$ cat src/rtl/i_cache_fill_ctrl_if.sv
// Bundle between the instruction-cache fill controller, the cache arrays and instruction memory.
// master is the controller side; slave is the cache/memory side.
interface i_cache_fill_ctrl_if #(
  parameter int unsigned CL_WIDTH          = 128,
  parameter int unsigned TAG_ADDRESS_WIDTH = 28
);
  logic                         miss_valid;
  logic [31:0]                  miss_address;
  logic [31:0]                  fill_requested_address;
  logic                         fill_requested_address_valid;
  logic                         rsp_valid;
  logic [31:0]                  rsp_address;
  logic [CL_WIDTH-1:0]          rsp_data;
  logic                         fill_valid;
  logic [TAG_ADDRESS_WIDTH-1:0] fill_tag;
  logic [CL_WIDTH-1:0]          fill_data;
  logic                         busy;
  logic                         timeout_err;

  modport master (
    input  miss_valid, miss_address, rsp_valid, rsp_address, rsp_data,
    output fill_requested_address, fill_requested_address_valid, fill_valid, fill_tag,
           fill_data, busy, timeout_err
  );

  modport slave (
    output miss_valid, miss_address, rsp_valid, rsp_address, rsp_data,
    input  fill_requested_address, fill_requested_address_valid, fill_valid, fill_tag,
           fill_data, busy, timeout_err
  );
endinterface

$ cat src/rtl/i_cache_fill_ctrl.sv
// Instruction-cache line fill controller: requests a missing line, waits for the matching
// response (reissuing after a timeout) and writes it into the cache for one cycle.
module i_cache_fill_ctrl #(
  parameter int unsigned CL_WIDTH          = 128,
  parameter int unsigned TAG_ADDRESS_WIDTH = 28,
  parameter int unsigned TIMEOUT_CYCLES    = 32
) (
  input logic                clk,
  input logic                rst,
  i_cache_fill_ctrl_if.master bus
);

  localparam logic [1:0] StIdle = 2'd0;
  localparam logic [1:0] StReq  = 2'd1;
  localparam logic [1:0] StWait = 2'd2;
  localparam logic [1:0] StFill = 2'd3;

  localparam int unsigned CntW = $clog2(TIMEOUT_CYCLES + 1);
  localparam logic [CntW-1:0] CntLast = CntW'(TIMEOUT_CYCLES - 1);
  localparam logic [CntW-1:0] CntMax  = CntW'(TIMEOUT_CYCLES);

  logic [1:0]          state_q, state_d;
  logic [31:0]         addr_q, addr_d;
  logic [CL_WIDTH-1:0] data_q, data_d;
  logic [CntW-1:0]     cnt_q, cnt_d;
  logic                timeout_err_q, timeout_err_d;
  logic                rsp_match;
  logic                unused_addr_bits;

  // Memory echoes a byte address; only the line part identifies the response.
  assign rsp_match = (state_q == StWait) && bus.rsp_valid &&
                     (bus.rsp_address[31:4] == addr_q[31:4]);

  assign unused_addr_bits = ^{bus.rsp_address[3:0], bus.miss_address[3:0], addr_q[3:0]};

  always_comb begin
    state_d       = state_q;
    addr_d        = addr_q;
    data_d        = data_q;
    cnt_d         = cnt_q;
    timeout_err_d = timeout_err_q;
    case (state_q)
      StIdle: begin
        if (bus.miss_valid) begin
          addr_d  = {bus.miss_address[31:4], 4'b0000};
          state_d = StReq;
        end
      end
      StReq: begin
        cnt_d   = '0;
        state_d = StWait;
      end
      StWait: begin
        // A match on the final wait cycle takes priority over the reissue.
        if (rsp_match) begin
          data_d  = bus.rsp_data;
          state_d = StFill;
        end else if (cnt_q == CntLast) begin
          timeout_err_d = 1'b1;
          state_d       = StReq;
        end else if (cnt_q != CntMax) begin
          cnt_d = cnt_q + CntW'(1);
        end
      end
      StFill: begin
        state_d = StIdle;
      end
      default: begin
        state_d = StIdle;
      end
    endcase
  end

  always_ff @(posedge clk) begin
    if (rst) begin
      state_q       <= StIdle;
      addr_q        <= '0;
      data_q        <= '0;
      cnt_q         <= '0;
      timeout_err_q <= 1'b0;
    end else begin
      state_q       <= state_d;
      addr_q        <= addr_d;
      data_q        <= data_d;
      cnt_q         <= cnt_d;
      timeout_err_q <= timeout_err_d;
    end
  end

  assign bus.fill_requested_address       = addr_q;
  assign bus.fill_requested_address_valid = (state_q == StReq);
  assign bus.fill_valid                   = (state_q == StFill);
  assign bus.fill_tag                     = addr_q[31:32-TAG_ADDRESS_WIDTH];
  assign bus.fill_data                    = data_q;
  assign bus.busy                         = (state_q != StIdle);
  assign bus.timeout_err                  = timeout_err_q;

endmodule

$ cat src/flat_wrapper.sv
// flat-port wrapper written by rule: the top's interface ports become plain ports
module i_cache_fill_ctrl_flat 
#(
  parameter int unsigned CL_WIDTH          = 128,
  parameter int unsigned TAG_ADDRESS_WIDTH = 28,
  parameter int unsigned TIMEOUT_CYCLES    = 32
)
  (clk, rst, bus_miss_valid, bus_miss_address, bus_rsp_valid, bus_rsp_address, bus_rsp_data, bus_fill_requested_address, bus_fill_requested_address_valid, bus_fill_valid, bus_fill_tag, bus_fill_data, bus_busy, bus_timeout_err);
  i_cache_fill_ctrl_if #(.CL_WIDTH(CL_WIDTH), .TAG_ADDRESS_WIDTH(TAG_ADDRESS_WIDTH)) bus_i ();
  input logic clk;
  input logic rst;
  input wire logic [$bits(bus_i.miss_valid)-1:0] bus_miss_valid;
  input wire logic [$bits(bus_i.miss_address)-1:0] bus_miss_address;
  input wire logic [$bits(bus_i.rsp_valid)-1:0] bus_rsp_valid;
  input wire logic [$bits(bus_i.rsp_address)-1:0] bus_rsp_address;
  input wire logic [$bits(bus_i.rsp_data)-1:0] bus_rsp_data;
  output wire logic [$bits(bus_i.fill_requested_address)-1:0] bus_fill_requested_address;
  output wire logic [$bits(bus_i.fill_requested_address_valid)-1:0] bus_fill_requested_address_valid;
  output wire logic [$bits(bus_i.fill_valid)-1:0] bus_fill_valid;
  output wire logic [$bits(bus_i.fill_tag)-1:0] bus_fill_tag;
  output wire logic [$bits(bus_i.fill_data)-1:0] bus_fill_data;
  output wire logic [$bits(bus_i.busy)-1:0] bus_busy;
  output wire logic [$bits(bus_i.timeout_err)-1:0] bus_timeout_err;
  assign bus_i.miss_valid = bus_miss_valid;
  assign bus_i.miss_address = bus_miss_address;
  assign bus_i.rsp_valid = bus_rsp_valid;
  assign bus_i.rsp_address = bus_rsp_address;
  assign bus_i.rsp_data = bus_rsp_data;
  assign bus_fill_requested_address = bus_i.fill_requested_address;
  assign bus_fill_requested_address_valid = bus_i.fill_requested_address_valid;
  assign bus_fill_valid = bus_i.fill_valid;
  assign bus_fill_tag = bus_i.fill_tag;
  assign bus_fill_data = bus_i.fill_data;
  assign bus_busy = bus_i.busy;
  assign bus_timeout_err = bus_i.timeout_err;
  i_cache_fill_ctrl #(.CL_WIDTH(CL_WIDTH), .TAG_ADDRESS_WIDTH(TAG_ADDRESS_WIDTH), .TIMEOUT_CYCLES(TIMEOUT_CYCLES)) u_core (.clk(clk), .rst(rst), .bus(bus_i));
endmodule
$ cat config.mk
export PLATFORM = sky130hd
export DESIGN_NAME = i_cache_fill_ctrl_flat
export DESIGN_NICKNAME = d
export VERILOG_FILES = /design/src/rtl/i_cache_fill_ctrl_if.sv /design/src/rtl/i_cache_fill_ctrl.sv /design/src/flat_wrapper.sv
export SDC_FILE = /design/constraint.sdc
export NUM_CORES = 1
export LEC_CHECK = 0
export BUFFER_PORTS_ARGS = -buffer_cell sky130_fd_sc_hd__buf_2
export CELL_PAD_IN_SITES_DETAIL_PLACEMENT = 1
export CELL_PAD_IN_SITES_GLOBAL_PLACEMENT = 1
export CORE_MARGIN = 8
export CORE_UTILIZATION = 29
export CTS_CLUSTER_DIAMETER = 120
export DETAILED_ROUTE_END_ITERATION = 12
export PLACE_DENSITY = 0.86
export SYNTH_ARGS = -nofsm -noshare
export SYNTH_HDL_FRONTEND = slang
export SYNTH_SLANG_ARGS = --single-unit
$ cat constraint.sdc
create_clock -name clk -period 2.7 [get_ports clk]
set_input_delay 0.54 -clock clk [delete_from_list [all_inputs] [get_ports clk]]
set_output_delay 0.54 -clock clk [all_outputs]
set_load 0.05 [all_outputs]
; After elaboration in Yosys (flattened, before gate mapping)
; Cells that the tools add are included.
; W data, S select, Z words.
[word_totals]
word_cells = 36
register_bits = 165
output_inout_bits = 192
inputBits = 196
[classes]
addsub = 1
reduce_logical = 10
eq_ne = 11
bitwise_logic = 1
mux = 8
[ops]
columns = cell, count
row1 = $eq A28 B28 Y1, 1
row2 = $mux W6, 3
row3 = $pmux W6 S2, 1
row4 = $ne A2 B2 Y1 const B, 4
row5 = $pmux W2 S4, 1
row6 = $add A6 B1 Y6 const B, 1
row7 = $eq A6 B5 Y1 const B, 1
row8 = $mux W2, 3
row9 = $ne A6 B6 Y1 const B, 1
row10 = $reduce_and A2 Y1, 3
row11 = $eq A2 B2 Y1 const B, 2
row12 = $reduce_and A4 Y1, 1
row13 = $reduce_bool A2 Y1, 2
row14 = $ne A3 B2 Y1 const B, 1
row15 = $reduce_and A3 Y1, 1
row16 = $eq A2 B1 Y1 const B, 1
row17 = $logic_and A1 B1 Y1, 2
row18 = $logic_not A2 Y1, 1
row19 = $not A1 Y1, 1

; Depth between registers and ports, before layout
; Gate-level depths: netlist of run 1.
[depth]
word_depth = 5
depth_mapped = 9
mapped_depth_nobuf = 7

; Least setup slack after synthesis of run 1
; No wires, ideal clock.
[synth_timing]
path_kind = flip-flop to flip-flop
start = register u_core.addr_q[29], in the netlist u_core.bus.fill_requested_address[29]
end = register u_core.data_q[25], in the netlist u_core.bus.fill_data[25]
t_arrival_ps = 2578
stages_incl_launch_ff = 10
required_time_ps = 2568
slack_ps = -10
setup_ps = 132
n_path_buf = 3
period_less_slack_ps = 2710
path_cell_list = dfxtp_1 xnor2_1 nand4_1 or4_4 or4_1 clkbuf_1 buf_2 buf_2 nand2_1 a21oi_1
[synth_between]
elab_chain_cells = 3
[synth_rtl]
columns = item, line
row1 = from (decl), i_cache_fill_ctrl.sv:23  ; logic [31:0] addr_q, addr_d;
row2 = from (signal assigned), i_cache_fill_ctrl.sv:83  ; addr_q <= addr_d;
row3 = $eq A28 B28 Y1, i_cache_fill_ctrl.sv:32  ; (bus.rsp_address[31:4] == addr_q[31:4]);
row4 = $logic_and A1 B1 Y1, i_cache_fill_ctrl.sv:31  ; assign rsp_match = (state_q == StWait) && bus.rsp_valid &&
row5 = $reduce_and A2 Y1 (no source line), n/a
row6 = to (signal assigned), i_cache_fill_ctrl.sv:84  ; data_q <= data_d;
row7 = to (decl), i_cache_fill_ctrl.sv:24  ; logic [CL_WIDTH-1:0] data_q, data_d;
; Every way passes these cells.
; A chain may end at the register's enable or synchronous reset.

; Worst setup path in the final report of run 1
[layout_timing]
start = register u_core.state_q[0]
end = register u_core.data_q[5], in the netlist u_core.bus.fill_data[5]
[layout_between]
elab_chain_cells = 4
[layout_rtl]
columns = item, line
row1 = from (decl), i_cache_fill_ctrl.sv:22  ; logic [1:0] state_q, state_d;
row2 = from (signal assigned), i_cache_fill_ctrl.sv:76  ; state_q <= StIdle;
row3 = from (signal assigned), i_cache_fill_ctrl.sv:82  ; state_q <= state_d;
row4 = $eq A2 B2 Y1 (*), "i_cache_fill_ctrl.sv:31, i_cache_fill_ctrl.sv:42"
row5 = $logic_and A1 B1 Y1 (2 in series), i_cache_fill_ctrl.sv:31
row6 = $reduce_and A2 Y1 (no source line) (*), n/a
; Every way passes the cells marked *; elsewhere a longest branch is shown, timed or not.

==> results of run 1 <==
cells in the mapped netlist, drive strengths merged:
cell type and n:
mux2i 2, a41o 1, nor4 2, dfxtp 165, and2 2, nor2 4
nand2 321, or2 1, nand4 6, o22ai 1, nand3 6, ha 2
inv 4, a21oi 156, nor2b 2, o31ai 1, a221o 1, xnor2 25
buf 49, and2b 1, o211ai 3, conb 1, nor3 2, clkbuf 36
a21boi 1, nor4b 1, or3 2, xor2 4, and3 1, o21ai 1
or4 2, o41ai 2, a31oi 2
cells by family after synthesis:
family | Yosys count
buf+inv | 89
flops | 165
xor+xnor | 29
other cells | 1
simple gates | 353
mux | 2
compound gates | 169
fa+ha+maj | 2
registers in the layout (all words and copies together), names as in the netlist:
register	count
u_core.bus.fill_data	128
u_core.bus.fill_requested_address	28
u_core.cnt_q	6
u_core.state_q	2
u_core.bus.timeout_err	1
path summary, 6_finish.rpt:
path	slack (ns)	depth (start not counted)	to	start
max	0.16	7	u_core.bus.fill_data[5]	u_core.state_q[0]
min	0.35	3	u_core.bus.fill_requested_address[16]	bus_miss_address[16]
min reg2reg	0.45	2	u_core.bus.fill_data[127]	u_core.bus.fill_data[127]
max reg2reg	0.16	7	u_core.bus.fill_data[5]	u_core.state_q[0]
routing by layer:
metal  part of all wire  vias up  GRT usage
li1                   -     3251          -
met1               0.39     3062      0.189
met2               0.48      268      0.295
met3               0.10       37     0.0704
met4              0.020        0     0.0612
met5                  0        -          0
final cells by class:
cell class                 count  share of cell area
clock buffer                  18              0.0488
clock inverter                13              0.0131
inverter                       4             0.00167
multi-input combinational    559               0.290
sequential                   165               0.367
tap                          280              0.0389
timing repair buffer         398               0.240
tightest hold or removal path: cells and delay by family:
| family | cells | cell delay, ns |
|---|---|---|
| and+or+nand+nor | 1 | 0.05 |
| AOI/OAI and AO/OA | 1 | 0.05 |
| buffers and inverters | 1 | 0.09 |
metrics by stage:
step / total power (W) / std cells
2_1_floorplan: 0.00305 / 813
3_3_place_gp: 0.00328 / 1406
3_5_place_dp: 0.00330 / 1406
4_1_cts: 0.00567 / 1437
5_1_grt: 0.00581 / 1437
6_report: 0.00558 / 1437
layout by cell type (no fill, tap or decap), types with 2 or more instances in the layout:
| cell type | n |
|---|---|
| sky130_fd_sc_hd__buf_12 | 9 |
| sky130_fd_sc_hd__inv_1 | 4 |
| sky130_fd_sc_hd__clkinvlp_4 | 2 |
| sky130_fd_sc_hd__or4_4 | 2 |
| sky130_fd_sc_hd__nor3_1 | 2 |
| sky130_fd_sc_hd__o211ai_1 | 3 |
| sky130_fd_sc_hd__a21oi_1 | 156 |
| sky130_fd_sc_hd__nor2_1 | 4 |
| sky130_fd_sc_hd__ha_1 | 2 |
| sky130_fd_sc_hd__nor2b_1 | 2 |
| sky130_fd_sc_hd__dfxtp_2 | 3 |
| sky130_fd_sc_hd__buf_2 | 374 |
| sky130_fd_sc_hd__a31oi_1 | 2 |
| sky130_fd_sc_hd__or3_1 | 2 |
| sky130_fd_sc_hd__dfxtp_1 | 162 |
| sky130_fd_sc_hd__nand2_1 | 321 |
| sky130_fd_sc_hd__xnor2_1 | 25 |
| sky130_fd_sc_hd__buf_4 | 15 |
| sky130_fd_sc_hd__nand4_1 | 6 |
| sky130_fd_sc_hd__conb_1 | 4 |
| sky130_fd_sc_hd__clkbuf_16 | 17 |
| sky130_fd_sc_hd__and2_1 | 2 |
| sky130_fd_sc_hd__inv_6 | 5 |
| sky130_fd_sc_hd__nand3_1 | 6 |
| sky130_fd_sc_hd__clkinv_4 | 3 |
| sky130_fd_sc_hd__mux2i_1 | 2 |
| sky130_fd_sc_hd__o41ai_1 | 2 |
| sky130_fd_sc_hd__xor2_1 | 4 |
where the power goes:
part	switching, W	internal [W]	leakage, nW
registers	0.0000488	0.00247	1.33
logic	0.000490	0.000228	2.50
clock network	0.00111	0.00123	0.269
==> out/results.txt, run 1 <==
The pre-CTS worst setup slack is -0.130 ns, and the largest stage delay on the critical path is 0.66 ns. The number of distinct library cell variants in the gate-level netlist after synthesis was 37. The filler cells instantiated in the layout total 2727. The tools report the number of global-route vias before repair as 6979. The portion of the clock cycle consumed by the worst path in the final layout was 0.939.

Entering global routing, the biggest net connects 91 pins. The logs give 2 for the deepest clock path buffer count and 810 for the instance count of the mapped netlist. For the normalized max-slew margin, the log shows 0.665.

The tools report the area enclosed by the die boundary as 27000 um2. The first detailed-routing pass took 4 iterations. Counting flops and latches in the post-synthesis netlist gives 165. In this design, the largest share of critical-path delay is due to simple AND/OR/NAND/NOR gates. Summed over all failing endpoints, the final setup total negative slack is 0 ns.

The main combinational cell family by area after synthesis is simple AND/OR/NAND/NOR gates. The finished cells cover 9000 um2. The logs give 0 for the initial antenna violation count and 0 for the count of instances resized after the clock tree is built.

The most prevalent standard cell on the critical path was sky130_fd_sc_hd__or4_4. The number of buffers and inverters on the critical path is 1, and the post-layout utilization of the core is 0.415. The net count of the finished layout is 1343. The effective utilization at floorplan is 0.294, and the leakage component of the power is 4.10 nW. In this run the count of I/O pins placed on the die edge is 388. The count of input and output buffers is 375, and the number of maximum-capacitance violations is 0. 0 antenna diodes ended up in the layout. Across the whole layout, storage elements account for 3310 um2.

Setup violations remaining at the end of the flow were counted as 0. Data on the critical path is required at its endpoint by 2.99 ns. The die is 164 um wide.

The logs give 0.172 for the global routing usage summed across all routing layers and 0 for the total of hold buffers inserted after clock tree synthesis. The final route contains 6618 vias. The sequential fraction of the synthesis area was 0.519; the detailed-route DRC error count was 0. For the wire length of the first global-routing pass, the log shows 36.5 mm.

CTS buffer count: 17. In this run the number of H-tree levels came out at 4. The run finished with clean final reports. TritonCTS built the clock tree.

The run gives 0.42 ns as the insertion delay of the later-clocked pin in the worst-skew pair. The share of layout cells above drive strength 1 came out at 0.377. Ranked by total cell area, the synthesized netlist is headed by sky130_fd_sc_hd__dfxtp_1 (52%), sky130_fd_sc_hd__nand2_1 (19%), sky130_fd_sc_hd__a21oi_1 (12%). The worst path meets setup with 0.163 ns of slack. Largest driver fanout on the critical path: 45. The synthesized-area fraction occupied by adder cells was 0.00393. Starting DRC count in detailed routing: 275. After synthesis the cells add up to 6370 um2. After detailed placement, the total cell area comes to 8440 um2.

Setup repair after global routing left no endpoint under its margin. Of all cell types, the one taking the most synthesized area is sky130_fd_sc_hd__dfxtp_1. The count of final hold-check violations came out at 0.

From synthesis to final layout, the design area changed by 41.3%. At the end of routability-driven placement, the weighted congestion stood at 0.774. The floorplan step set the die height to 164 um.

The multiplexer share of the synthesized area works out to 0.00314. Max-slew violation count: 0. Across the routed clock network, the largest skew measured is 0.0133 ns. The post-route minimum period was 2.54 ns.

The area taken by multi-input logic gates came out at 2610 um2. Routed wirelength normalized by instance count: 17.0 um. Endpoint kind of the worst setup timing path: a flip-flop.

The synthesized area per cell is 7.86 um2, and the number of sinks on the clock net is 165. Worst slack on hold paths: 0.352 ns. Based on the critical path, the design can be clocked at up to 394 MHz.

The clock edge transition at the registers on the reported setup and hold paths is 0.07 ns, and the area share of the largest cell type after synthesis is 0.519. By startpoint and endpoint, the worst setup path is classified as flip-flop to flip-flop. The area fraction in compound gates after synthesis is 0.138.

Once the clock tree was built, the setup fixing pass inserted 0 buffers. The run gives 0 as the count of warnings emitted by yosys. The cell at the slowest stage of the critical path was sky130_fd_sc_hd__or4_4. The post-synthesis share of cell area spent on xor and xnor gates came out at 0.0399.

The share of synthesized cell area in and, or, nand and nor gates is 0.221, and the number of routed nets with antenna violations is 0. After detailed routing, the number of vias per cell comes to 4.61. The core outline area is 21700 um2. The path class of the tightest hold or removal check is input pin to flip-flop. Element type at the critical path start: a flip-flop.

Across the VDD grid, the largest voltage drop is 0.374 mV. The critical path goes through and2b_1 -> nand3_1 -> or4_4 -> or4_4 -> buf_12 -> nand2_1 -> a21oi_1. The tools report the arrival time of data at the critical path endpoint as 2.83 ns. After global routing the overflow that remains totals 0.

For this design the ratio of total power to cell area is 620 nW/um2. For the pin with the worst max-slew slack, the measured transition is 0.502 ns. The logs give 54 for the number of cell rows and 18.8 mm for the half-perimeter wire length of the detailed placement result.

Wires add up to 24.4 mm. Clock tree synthesis selected as its root buffer the cell sky130_fd_sc_hd__clkbuf_16.
Power figures use the tool's default switching activity.
==> run 2, diff against run 1 <==
==> constraint.sdc (replaced) <==
create_clock -name clk -period 2.5 [get_ports clk]
set_input_delay 0.5 -clock clk [delete_from_list [all_inputs] [get_ports clk]]
set_output_delay 0.5 -clock clk [all_outputs]
set_load 0.1 [all_outputs]
==> out/results.txt, run 2 (synthesis gave the netlist of run 1 again) <==
The critical path is of the flip-flop to flip-flop type. The number of maximum-capacitance violations was 0 (unchanged); the vias after detailed routing was 6616 (-0.030%). Count of input and output buffers: 375 (unchanged). For the number of detailed-routing iterations run before antenna repair, the log shows 4 (unchanged). Vertical die dimension: 164 um (unchanged). The highest attainable clock frequency was 421 MHz (+6.8%). The deepest clock path buffer count came out at 2 (unchanged).

In the layout the commonest cells are sky130_fd_sc_hd__buf_2 (374), sky130_fd_sc_hd__nand2_1 (321), sky130_fd_sc_hd__a21oi_1 (156). The final-stage net count came out at 1341 (-0.15%). The count of endpoints failing setup in the final report is 0 (unchanged), and the wire length of the first global-routing pass is 37.1 mm (+1.5%). The total power density per cell area is 708 nW/um2 (+14%).

The largest stage delay on the critical path came out at 0.53 ns (-0.13 ns). The critical path goes through xnor2_1 -> buf_4 -> nand4_1 -> or4_4 -> or4_4 -> buf_12 -> nand2_1 -> a21oi_1. TritonCTS built the clock tree.

The detailed-route DRC error count was 0 (unchanged). The tools report the element type at the critical path start as a flip-flop. The largest driver fanout on the critical path came out at 60 (+33%). The logs give 1437 (unchanged) for the post-route non-filler standard cell count and 17 (unchanged) for the CTS buffer count. The effective utilization at floorplan was 0.294 (unchanged); the area enclosed by the die boundary was 27000 um2 (unchanged).

The number of cell rows is 54 (unchanged), and the normalized max-slew margin is 0.460 (-0.206). Setup repair after global routing left no endpoint under its margin. I/O pin count: 388 (unchanged). The run gives 4.11 nW (+0.35%) as the leakage component of the power. The final worst clock skew was 0.0177 ns (+0.00443 ns).

Global routing usage summed across all routing layers: 0.173 (+0.000754). The area growth from synthesis to layout is 42.1%. The run gives 1403 (-0.21%) as the number of instances in the placed design. The chip width is 164 um (unchanged).

For the count of final hold-check violations, the log shows 0 (unchanged). Most prevalent standard cell on the critical path: sky130_fd_sc_hd__or4_4. The final weighted congestion in routability-driven placement is 0.805 (+4.1%).

The most common library cell in the layout ignoring fill and taps was sky130_fd_sc_hd__buf_2. The path type of the worst min-delay path was input pin to flip-flop. The insertion delay of the later-clocked pin in the worst-skew pair was 0.42 ns (about the same); the number of buffers and inverters on the critical path was 2 (+1). The final total negative setup slack is 0 ns (unchanged), and the post-layout utilization of the core is 0.417 (+0.00237). The portion of the clock cycle consumed by the worst path in the final layout is 0.950 (+0.0103), and the number of routed nets with antenna violations is 0 (unchanged). The flip-flop count of the largest register after layout works out to 128 (unchanged).

The post-route minimum period was 2.37 ns (-0.162 ns); the maximum ir drop on the vdd rail was 0.354 mV (-5.2%). The initial antenna violation count is 3 (+3), and the routed wirelength normalized by instance count is 16.8 um (-1.1%). The run gives 24.1 mm (-1.1%) as the final wirelength. The number of sinks on the clock net is 165 (unchanged). The number of global-route vias before repair is 7142 (+2.3%), and the half-perimeter wire length of the detailed placement result is 18.6 mm (-1.3%). The pin count of the biggest net entering global routing is 88 (-3.3%), and the slew at the pin closest to its max-slew limit is 0.811 ns (+0.308 ns). The count of fill cells added during filler insertion came out at 2728 (+0.037%). Cell at the slowest stage of the critical path: sky130_fd_sc_hd__or4_4. Endpoint kind of the worst setup timing path: a flip-flop.

The tree is rooted in a sky130_fd_sc_hd__clkbuf_16. The logs give 2.75 ns (-0.24 ns) for the worst endpoint required time and 0 (unchanged) for the global route total overflow. The max-slew violation count is 0 (unchanged). The flow ran to the end, and the final reports show no timing, DRC or antenna violations. The clock edge transition at the registers on the reported setup and hold paths was 0.07 ns (about the same); the arrival time of data at the critical path endpoint was 2.63 ns (-0.20 ns).

The number of levels the H-tree was split into is 4 (unchanged), and the via count normalized by instance count is 4.60 (about the same). The share of layout cells above drive strength 1 came out at 0.400 (+0.0228). Grouping stages by cell kind, the critical path spends the most delay in simple AND/OR/NAND/NOR gates. The core outline area is 21700 um2 (unchanged). The total of hold buffers inserted after clock tree synthesis was 0 (unchanged); the starting DRC count in detailed routing was 236 (-14%).
run 2: path summary, 6_finish.rpt:
check | slack, ns | endpoint | from | depth (start not counted)
max | 0.13 | u_core.bus.fill_data[19] | u_core.bus.fill_requested_address[4] | 8
min | 0.31 | u_core.bus.fill_requested_address[27] | bus_miss_address[27] | 3
max reg2reg | 0.13 | u_core.bus.fill_data[19] | u_core.bus.fill_requested_address[4] | 8
min reg2reg | 0.45 | u_core.bus.fill_data[58] | u_core.bus.fill_data[58] | 2
run 2: worst reg2reg max path, cell delays in order (launching register included):
cell and delay, ns:
sky130_fd_sc_hd__dfxtp_4 0.36, sky130_fd_sc_hd__xnor2_1 0.16, sky130_fd_sc_hd__buf_4 0.14, sky130_fd_sc_hd__nand4_1 0.10
sky130_fd_sc_hd__or4_4 0.53, sky130_fd_sc_hd__or4_4 0.50, sky130_fd_sc_hd__buf_12 0.22, sky130_fd_sc_hd__nand2_1 0.15
sky130_fd_sc_hd__a21oi_1 0.07
run 2: final cells by class:
cell class | count | area [um2] | share of cell area
Antenna cell | 1 | 2.50 | 0.000276
Multi-Input combinational cell | 559 | 2610 | 0.288
Clock inverter | 13 | 130 | 0.0144
Tap cell | 280 | 350 | 0.0387
Clock buffer | 19 | 453 | 0.0500
Sequential cell | 165 | 3370 | 0.372
Inverter | 4 | 15.0 | 0.00166
Timing Repair Buffer | 396 | 2120 | 0.234
run 2: what timing repair did:
action / in CTS / in global routing
resized for setup: 0 / 3
setup endpoints to repair: 0 / 117
buffers inserted: 0 / 1
hold endpoints to repair: 0 / 0
run 2: power breakdown:
group	leakage (nW)	total (W)	switching (W)	internal, W
clock network	0.288	0.00261	0.00122	0.00138
logic	2.48	0.00107	0.000824	0.000248
registers	1.35	0.00273	0.0000577	0.00267
total	4.11	0.00641	0.00210	0.00430
run 2: layer usage:
layer / track usage / routed length, um / up-vias
met5: 0 / 27 / -
met4: 0.0438 / 314 / 4
met3: 0.0815 / 2660 / 28
met2: 0.309 / 12100 / 239
met1: 0.180 / 9030 / 3094
li1: - / - / 3251
run 2: through the flow:
step	total power (W)	instance area (um2)	setup WS, ns	hold WS [ns]
2_1_floorplan	0.00360	6480	0.0378	0.465
3_3_place_gp	0.00385	8450	-0.0812	0.435
3_5_place_dp	0.00387	8450	-0.167	0.440
4_1_cts	0.00651	9030	0.0333	0.286
5_1_grt	0.00666	9050	0.00602	0.288
6_report	0.00641	9050	0.126	0.309
==> run 3, diff against run 2 <==
--- a/config.mk
+++ b/config.mk
@@ -9,10 +9,11 @@
 export CELL_PAD_IN_SITES_DETAIL_PLACEMENT = 1
 export CELL_PAD_IN_SITES_GLOBAL_PLACEMENT = 1
 export CORE_MARGIN = 8
-export CORE_UTILIZATION = 29
+export CORE_UTILIZATION = 31
 export CTS_CLUSTER_DIAMETER = 120
 export DETAILED_ROUTE_END_ITERATION = 12
-export PLACE_DENSITY = 0.86
+export PLACE_DENSITY = 0.91
 export SYNTH_ARGS = -nofsm -noshare
 export SYNTH_HDL_FRONTEND = slang
 export SYNTH_SLANG_ARGS = --single-unit
+export TNS_END_PERCENT = 100
==> constraint.sdc (replaced) <==
create_clock -name clk -period 2.9 [get_ports clk]
set_input_delay 0.58 -clock clk [delete_from_list [all_inputs] [get_ports clk]]
set_output_delay 0.58 -clock clk [all_outputs]
set_load 0.1 [all_outputs]
==> out/results.txt, run 3 (synthesis gave the netlist of run 1 again) <==
STA classifies the critical path startpoint as a flip-flop. The core outline area is 20200 um2 (-7.0%), and the CTS buffer count is 17 (unchanged). The logs give 3.26 ns (+0.51 ns) for the worst endpoint required time and 38.8 mm (+4.4%) for the wire length of the first global-routing pass. Setup repair after global routing left no endpoint under its margin. The number of instances in the placed design was 1388 (-1.1%); the global route total overflow was 0 (unchanged). The largest stage delay on the critical path is 0.65 ns (+0.12 ns). The via count normalized by instance count came out at 4.67 (+1.5%). Leakage component of the power: 4.04 nW (-1.7%). The most prevalent standard cell on the critical path was sky130_fd_sc_hd__or4_4. The run gives 0.0120 ns (-0.00575 ns) as the final worst clock skew. In this run the critical register-to-register path is launched from u_core.state_q[1].

The highest attainable clock frequency was 379 MHz (-10%). The post-route cell area came out at 8910 um2 (-1.6%). The number of global-route vias before repair was 7114 (-0.39%).

Number of cell rows: 52 (-3.7%). In the layout the commonest cells are sky130_fd_sc_hd__buf_2 (374), sky130_fd_sc_hd__nand2_1 (321), sky130_fd_sc_hd__a21oi_1 (156). The worst-case register-to-register setup slack came out at 0.26 ns (+0.13 ns). Leaving out fill and tap cells, the most frequent cell in the layout is sky130_fd_sc_hd__buf_2. The number of detailed-routing iterations run before antenna repair is 4 (unchanged).

The cell at the slowest stage of the critical path is sky130_fd_sc_hd__or4_4. The detailed-route DRC error count is 0 (unchanged), and the area enclosed by the die boundary is 25400 um2 (-5.8%). Number of sinks on the clock net: 165 (unchanged). The tools report the net switching power as 0.00174 W (-17%). For the number of buffers inserted by post-CTS setup repair, the log shows 0 (unchanged). The share of layout cells above drive strength 1 was 0.380 (-0.0193). The sequential cell fraction of total power was 0.432 (+0.006); the maximum ir drop on the vdd rail was 0.341 mV (-3.9%). The run gives 0.793 (-1.5%) as the final weighted congestion in routability-driven placement. The logs give 6642 (+0.39%) for the vias after detailed routing and 91 (+3.4%) for the pin count of the biggest net entering global routing.

The post-route non-filler standard cell count is 1421 (-1.1%), and the switching power share of the total is 0.320 (-0.00865). The number of maximum-capacitance violations is 0 (unchanged), and the final-stage net count is 1335 (-0.45%). CTS placed an instance of sky130_fd_sc_hd__clkbuf_16 at the clock tree root. The portion of the clock cycle consumed by the worst path in the final layout came out at 0.910 (-0.0393). The clock edge transition at the registers on the reported setup and hold paths works out to 0.07 ns (about the same). The logs give 0.399 (-0.008) for the clock share of power and 0 (unchanged) for the max-slew violation count. The initial antenna violation count is 3 (unchanged).

The largest driver fanout on the critical path came out at 10 (-83%). The I/O pin count was 388 (unchanged); the flip-flop count of the largest register after layout was 128 (unchanged). The total power density per cell area is 612 nW/um2 (-14%). The hold path startpoint was bus_miss_address[20]. The path type of the worst setup path is flip-flop to flip-flop. The tools report the first element of the critical path as u_core.state_q[1]. For the normalized max-slew margin, the log shows 0.550 (+0.0904). The half-perimeter wire length of the detailed placement result is 19.3 mm (+3.8%).

The run gives 2591 (-5.0%) as the count of fill cells added during filler insertion. The run gives 0 (unchanged) as the count of endpoints failing setup in the final report. The tools report the deepest clock path buffer count as 2 (unchanged). The worst hold path belongs to the class input pin to flip-flop. The slew at the pin closest to its max-slew limit came out at 0.669 ns (-0.142 ns). The tools report the insertion delay of the later-clocked pin in the worst-skew pair as 0.42 ns (about the same). The signal on the critical path passes through and2b_1 -> nand3_1 -> or4_4 -> or4_4 -> buf_4 -> a31oi_1 -> a41o_1. The tools report the starting DRC count in detailed routing as 289 (+22%). For the effective utilization at floorplan, the log shows 0.316 (+0.0221).

The run gives 8350 um2 (-1.2%) as the cell area after placement. The flow ran to the end, and the final reports show no timing, DRC or antenna violations. The count of final hold-check violations came out at 0 (unchanged).

The number of routed nets with antenna violations was 0 (unchanged); the chip width was 159 um (-3.0%). The number of levels the H-tree was split into was 4 (unchanged). TritonCTS built the clock tree. Vertical die dimension: 159 um (-3.0%). The worst setup path is captured at a flip-flop.

The tools report the count of instances resized after the clock tree is built as 0 (unchanged). The count of input and output buffers was 375 (unchanged); the total of hold buffers inserted after clock tree synthesis was 0 (unchanged). The tools report the arrival time of data at the critical path endpoint as 3.00 ns (+0.37 ns). For the final wirelength, the log shows 24.6 mm (+2.1%). The global routing usage summed across all routing layers is 0.189 (+0.0159). The internal power contribution was 0.00371 W (-14%). Relative to the synthesized area, the layout overhead comes to 39.8%. The post-route minimum period was 2.64 ns (+0.266 ns). The combinational group share of total power was 0.169 (+0.002). The routed wirelength normalized by instance count came out at 17.3 um (+3.2%).
==> run 3: cell type report <==
cell class / count / area, um2 / share of cell area
clock inverters: 13 / 125 / 0.0140
well taps: 270 / 338 / 0.0379
repair buffers: 390 / 2070 / 0.232
diodes: 2 / 5.00 / 0.000562
flip-flops and latches: 165 / 3320 / 0.373
inverters: 4 / 15.0 / 0.00169
multi-input cells: 559 / 2610 / 0.293
clock buffers: 18 / 429 / 0.0482
==> run 3: worst max-delay path: cells and delay by family (launching register included) <==
| kind | cells | cell delay [ns] |
|---|---|---|
| buffers and inverters | 1 | 0.22 |
| AO/OA/AOI/OAI | 2 | 0.36 |
| flip-flops | 1 | 0.42 |
| AND/OR/NAND/NOR | 4 | 1.60 |
==> run 3: final timing paths <==
kind                                           endpoint  cells past startpoint
hold reg to reg                u_core.bus.fill_data[17]                      2
hold / removal    u_core.bus.fill_requested_address[20]                      3
setup reg to reg                        u_core.cnt_q[4]                      7
setup / recovery                        u_core.cnt_q[4]                      7
==> run 3: per-stage QoR <==
step	utilization	total power [W]	hold slack (ns)	worst slack, ns	TNS [ns]
2_1_floorplan	-	0.00311	0.465	0.171	0
3_3_place_gp	0.414	0.00331	0.434	0.102	0
3_5_place_dp	0.414	0.00333	0.442	-0.0237	-0.0237
4_1_cts	0.441	0.00553	0.373	0.269	0
5_1_grt	0.442	0.00565	0.370	0.150	0
6_report	0.442	0.00545	0.394	0.260	0
==> run 3: power groups by stage <==
stage	clock (W)	combinational (W)	sequential, W
floorplan	0	0.000492	0.00261
global placement	0	0.000912	0.00240
detailed placement	0	0.000927	0.00240
CTS	0.00224	0.000930	0.00235
global route	0.00233	0.000966	0.00236
finish	0.00217	0.000923	0.00235
==> run 3: per-layer routing <==
metal	GRT usage	share of wire	wire length (um)
met5	0	0.00053	13
met4	0.0549	0.017	424
met3	0.0783	0.079	1940
met2	0.340	0.51	12600
met1	0.198	0.39	9650
